### src/rtl/logic_unit_arbiter.sv
// rtl/logic_unit_arbiter.sv - two-requester round-robin arbiter around a shared bitwise logic unit
module logic_unit_arbiter #(
  parameter int WIDTH = 16
) (
  input  logic             clk,
  input  logic             reset,
  input  logic             req0,
  input  logic [WIDTH-1:0] a0,
  input  logic [WIDTH-1:0] b0,
  input  logic [1:0]       op0,
  input  logic             req1,
  input  logic [WIDTH-1:0] a1,
  input  logic [WIDTH-1:0] b1,
  input  logic [1:0]       op1,
  output logic             grant0,
  output logic             grant1,
  output logic             done0,
  output logic             done1,
  output logic [WIDTH-1:0] out,
  output logic             zero,
  output logic             busy
);

  typedef enum logic [1:0] {
    IDLE = 2'd0,
    EXEC = 2'd1,
    DONE = 2'd2
  } state_t;

  state_t           state;
  state_t           state_nxt;
  logic             last;       // requester served most recently; loses the next tie
  logic             owner;      // requester currently holding the unit
  logic [WIDTH-1:0] a_l;
  logic [WIDTH-1:0] b_l;
  logic [1:0]       op_l;
  logic             grant_fire;
  logic             pick;
  logic             owner_req;
  logic [WIDTH-1:0] result;

  // Next-state and arbitration decision; a tie goes to whoever was not served last
  always_comb begin
    state_nxt  = state;
    grant_fire = 1'b0;
    pick       = 1'b0;
    owner_req  = owner ? req1 : req0;
    case (state)
      IDLE: begin
        if (req0 || req1) begin
          grant_fire = 1'b1;
          pick       = (req0 && req1) ? ~last : req1;
          state_nxt  = EXEC;
        end
      end
      EXEC: state_nxt = DONE;
      DONE: begin
        if (!owner_req) begin
          state_nxt = IDLE;
        end
      end
      default: state_nxt = IDLE;
    endcase
  end

  // Bitwise logic unit on the latched operands
  always_comb begin
    result = '0;
    case (op_l)
      2'b00:   result = a_l & b_l;
      2'b01:   result = a_l | b_l;
      2'b10:   result = a_l ^ b_l;
      default: result = ~(a_l & b_l);
    endcase
  end

  // State register
  always_ff @(posedge clk or posedge reset) begin
    if (reset) begin
      state <= IDLE;
    end else begin
      state <= state_nxt;
    end
  end

  // Grant/done flags, operand capture at grant, and the registered result
  always_ff @(posedge clk or posedge reset) begin
    if (reset) begin
      grant0 <= 1'b0;
      grant1 <= 1'b0;
      done0  <= 1'b0;
      done1  <= 1'b0;
      out    <= '0;
      zero   <= 1'b1;
      last   <= 1'b1;
      owner  <= 1'b0;
      a_l    <= '0;
      b_l    <= '0;
      op_l   <= 2'b00;
    end else begin
      case (state)
        IDLE: begin
          if (grant_fire) begin
            owner  <= pick;
            grant0 <= ~pick;
            grant1 <= pick;
            a_l    <= pick ? a1 : a0;
            b_l    <= pick ? b1 : b0;
            op_l   <= pick ? op1 : op0;
          end
        end
        EXEC: begin
          out   <= result;
          zero  <= (result == '0);
          done0 <= ~owner;
          done1 <= owner;
        end
        DONE: begin
          if (!owner_req) begin
            done0  <= 1'b0;
            done1  <= 1'b0;
            grant0 <= 1'b0;
            grant1 <= 1'b0;
            last   <= owner;
          end
        end
        default: ;
      endcase
    end
  end

  assign busy = (state != IDLE);

endmodule

### config.mk
export PLATFORM = sky130hd
export DESIGN_NAME = logic_unit_arbiter
export DESIGN_NICKNAME = d
export VERILOG_FILES = /design/src/rtl/logic_unit_arbiter.sv
export SDC_FILE = /design/constraint.sdc
export NUM_CORES = 1
export LEC_CHECK = 0
export CORE_ASPECT_RATIO = 1.2
export CORE_UTILIZATION = 50
export DETAILED_ROUTE_END_ITERATION = 8
export PLACE_DENSITY = 0.81
export RECOVER_POWER = 25
export SETUP_SLACK_MARGIN = 0.05
export SYNTH_ARGS = -nofsm -noshare
export SYNTH_HDL_FRONTEND = slang
export SYNTH_SLANG_ARGS = --single-unit
### constraint.sdc
create_clock -name clk -period 2.8 [get_ports clk]
set_clock_uncertainty 0.2 [all_clocks]
set_input_delay 0.56 -clock clk [delete_from_list [all_inputs] [get_ports clk]]
set_output_delay 0.56 -clock clk [all_outputs]
set_load 0.02 [all_outputs]
# After elaboration in Yosys (flattened, before gate mapping)
# Cells that the tools add are included.
[totals]
elab_cells = 60
output_inout_bits = 22
regBits = 59
[op_classes]
bitwise = 8
eq_ne = 7
n_reduce_logical = 13
mux = 20
[op_table]
columns = ["operator", "n"]
rows = [
  ["16-bit case mux with 3 select lines", 1],
  ["16-bit two-way mux", 2],
  ["16-bit AND", 1],
  ["16-bit zero test", 1],
  ["16-bit NOT", 1],
  ["16-bit OR", 1],
  ["16-bit bitwise XOR", 1],
  ["1-bit two-way mux", 9],
  ["1-bit case mux with 2 select lines", 4],
  ["2-bit AND reduction", 4],
  ["2-bit two-way mux", 3],
  ["2-bit != test, second input constant", 3],
  ["2-bit case mux with 3 select lines", 1],
  ["2-bit nonzero test", 3],
  ["2-bit by 1-bit equality test with 1-bit output, second input constant", 2],
  ["2-bit equality test, second input constant", 2],
  ["2-bit zero test", 2],
  ["1-bit NOT", 4],
  ["3-bit AND reduction", 1],
  ["1-bit logical AND", 1],
  ["1-bit logical OR", 1],
]

# Logic depth before layout (Yosys ltp)
[logic_depth]
word_depth = 7
depth_mapped = 7
ltp_nobuf = 7

# Least setup slack after synthesis
# Ideal clock, no wire load.
[synth_timing]
path_type = "input -> register"
from = "in req1"
to = "reg grant1"
cell_stages = 4
setup_slack_ps = 1035
setup_ps = 142
t_arrival_ps = 1423
required_time_ps = 2458
cell_sequence = "buf_2 mux2_2 a211oi_1 o22ai_1"
[synth_between]
elab_chain_cells = 6
elab_cells_between_ends = 13
cone_classes = "eq/ne: 2; mux: 8; reduce/logical: 3"
[synth_rtl]
columns = ["item", "line", "text"]
rows = [
  ["start, declared", "11", "input logic req1,"],
  ["1-bit logical AND", "52", "pick = (req0 && req1) ? ~last : req1;"],
  ["1-bit two-way mux", "52", ""],
  ["1-bit two-way mux", "50", "if (req0 || req1) begin"],
  ["1-bit two-way mux", "48", "case (state)"],
  ["1-bit two-way mux", "103", "if (grant_fire) begin"],
  ["1-bit case mux with 2 select lines", "101", "case (state)"],
  ["end signal, assigned", "106", "grant1 <= pick;"],
  ["end, declared", "16", "output logic grant1,"],
]
# Parallel ways exist; a longest one is shown, timed or not. The select of a mux whose other input is x is not followed.
# A chain may end at the register's enable or synchronous reset.

# Final worst setup path
[layout_timing]
from = "reg state[1]"
to = "out busy"
[layout_between]
elab_chain_cells = 1
[layout_rtl]
columns = ["item", "line", "text"]
rows = [
  ["start, declared", "30", "state_t state;"],
  ["start signal, assigned", "82", "state <= state_nxt;"],
  ["2-bit nonzero test", "132", "assign busy = (state != IDLE);"],
  ["end, declared", "21", "output logic busy"],
]
# Every way passes these cells.

==> results.cfg <==
[cells_and_area]
fillers = 593
fin_util_pct = 66.7
final_nets = 562
synthToLayoutAreaGrowth_pct = 27.8
final_cells = 553
drive_above_1_share_pct = 19.0
n_antenna_cell = 0

[detailed_routing]
ant_nets = 0
drt_first_pass_iters = 4
vias = 2990
vias_per_cell = 5.41
wl_per_cell_um = 14.7
drt-total-wl_um = 8120
drc = 0
drt_iter0_drc = 104

[setup_path]
end_kind = output pin
cp-start-kind = register
max_stage_delay_ps = 570
worstPathArrival_ps = 1700
slowest_stage = clkdlybuf4s50_1
path_class = register to output pin
required_ps = 2040
path_cells = or2_1 -> clkdlybuf4s50_1
path_max_fanout = 7

[clocking]
post-cts-setup-buffers = 0
cts.sinks = 59
root_buffer = clkbuf_8
ctsHoldBuffers = 0
cts_made_buffers = 9
cts-resized-gates = 0
cts_buffer_depth = 2
cts_max_level = 3
clkTransAtPathRegs_ps = 70
clk_latency_ps = 350
cts_tree = built

[pwr]
cellPowerDensity_nw_per_um2 = 1080
leakage_nw = 2.06
vdd_ir_drop_max_uv = 623

[place]
placed_cells = 537
port_buffers = 93
gp_congestion = 0.829
dp_hpwl_um = 6130

[grt]
grt.overflow.total = 0
track_usage_pct = 22.8
grt_pass1_wl_um = 13800
grt_max_degree = 64
antenna_found_initial = 0
grt_pass1_vias = 2967

[die]
initial_core_util_pct = 52.2
die_h_um = 97.8
ioPinCount = 94
dieWidth_um = 81.8
die-area_sq_um = 8000
core-area_sq_um = 7320
rows = 34

[hold_path]
hold_path.class = register to register

[yosys]
synth.avg_cell_area_sq_um = 10.2
yosysTopAreaCell = dfrtp_1
synth_edf_count = 0
yosysWarnings = 0
synth.distinct_cells = 32
ys.flop_type = dfrtp_1
syn_area_sq_um = 3820
synth.top_cell.area_share_pct = 37.3
synth_area_leaders = dfrtp_1 (37%), o221ai_2 (11%), ha_1 (10%)
synthArstFlopShare_pct = 100
yosysSeqAreaShare_pct = 38.7
synth-seq-cells = 59
syn_inst = 374
syn_nets = 478

[sta]
fin_crit_sh_pct = 87.7
slew_headroom_pct = 30.6
slew_viol_final = 0
finalSetupViolCount = 0
finalHoldViolations = 0
whs_ps = 283
fin_crit_ps = 2460
setup_tns_ps = 0
rsz0062_at_grt = false
worst_pin_slew_ps = 1040
fmax_ghz = 0.407

[status]
status = complete, no violations

[flow_run]
drv_cap = 0
==> layer usage <==
layer | vias to the layer above | routed length [um] | global-route usage [%] | share of wire (%)
li1 | 1496 | - | - | -
met1 | 1403 | 3530 | 29.8 | 43
met2 | 76 | 4080 | 36.5 | 50
met3 | 15 | 312 | 3.55 | 3.8
met4 | 0 | 199 | 10.4 | 2.4
met5 | - | 0 | 0 | 0
==> synth_stat cells (9+ instances only) <==
master    number
a21oi_1       26
dfrtp_1       57
o21ai_0       23
mux2i_1       14
o221ai_2      28
a211oi_1      14
o21ai_2       28
ha_1          32
inv_1         44
buf_6          9
nor2_1        30
nand2_1       24
==> cells in the final DEF, fill, tap and decap left out, drive strengths merged <==
| cell | instances |
|---|---|
| a21oi | 26 |
| o2bb2ai | 1 |
| inv | 45 |
| o221ai | 31 |
| o22ai | 4 |
| dlygate4sd3 | 1 |
| dfstp | 2 |
| clkinv | 2 |
| or2 | 2 |
| nor3 | 1 |
| mux2 | 1 |
| and2b | 1 |
| o41ai | 1 |
| mux2i | 14 |
| nand2b | 3 |
| buf | 6 |
| nor2 | 31 |
| o21ai | 51 |
| o21bai | 1 |
| clkdlybuf4s50 | 92 |
| nand4 | 4 |
| dfrtp | 57 |
| clkbuf | 13 |
| nand2 | 24 |
| a21o | 1 |
| clkinvlp | 2 |
| a211oi | 14 |
| ha | 32 |
==> per-stage QoR <==
stage	total power [mW]	worst slack, ps	cell area, sq um
floorplan	3.87	587	3820
global placement	4.44	336	4720
detailed placement	4.57	301	4720
CTS	5.30	343	4900
global route	5.73	272	4880
finish	5.26	344	4880
==> report_power, final <==
group,internal (mW),switching (mW)
clock network,0.366,0.347
logic,1.25,1.63
registers,1.26,0.408
==> kinds of logic after synthesis <==
| logic type | Yosys count | share of synthesized area, % |
|---|---|---|
| simple gates | 66 | 7.40 |
| fa+ha+maj | 32 | 10.5 |
| buf+inv | 72 | 10.2 |
| mux | 15 | 3.96 |
| flops | 59 | 38.7 |
| compound gates | 130 | 29.3 |
==> critical path, delay by kind of cell, from the launching register on <==
kind,cells,cell delay [ps]
flops,1,450
simple gates,1,330
buf+inv,1,570
==> layout make-up <==
class	count	area [sq um]	share of cell area [%]
clock buffer	12	155	3.18
clock inverter	4	25.0	0.512
inverter	45	174	3.56
multi-input combinational	243	1960	40.0
sequential	59	1480	30.3
tap	90	113	2.31
timing repair buffer	100	981	20.1
==> sequential cells by signal (all words and copies together), names as in the netlist <==
signal / flops
op_l: 2
grant1: 1
done1: 1
last: 1
b_l: 16
grant0: 1
a_l: 16
owner: 1
state: 2
done0: 1
out: 16
zero: 1
==> path summary, 6_finish.rpt <==
kind                       slack (ps)            startpoint                  end  depth (start not counted)
setup / recovery                  340  state[1]$_DFFE_PP0P_                 busy                          2
hold / removal                    280    out[5]$_DFFE_PP0P_   out[5]$_DFFE_PP0P_                          2
setup reg to reg                  510   op_l[0]$_DFFE_PP0P_     zero$_DFFE_PP1P_                          4
hold reg to reg                   280    out[5]$_DFFE_PP0P_   out[5]$_DFFE_PP0P_                          2
max in group asynchronous         650                 reset  b_l[14]$_DFFE_PP0P_                          3
min in group asynchronous         610                 reset  out[14]$_DFFE_PP0P_                          2
Note: power is estimated with default switching activity, not from simulation.
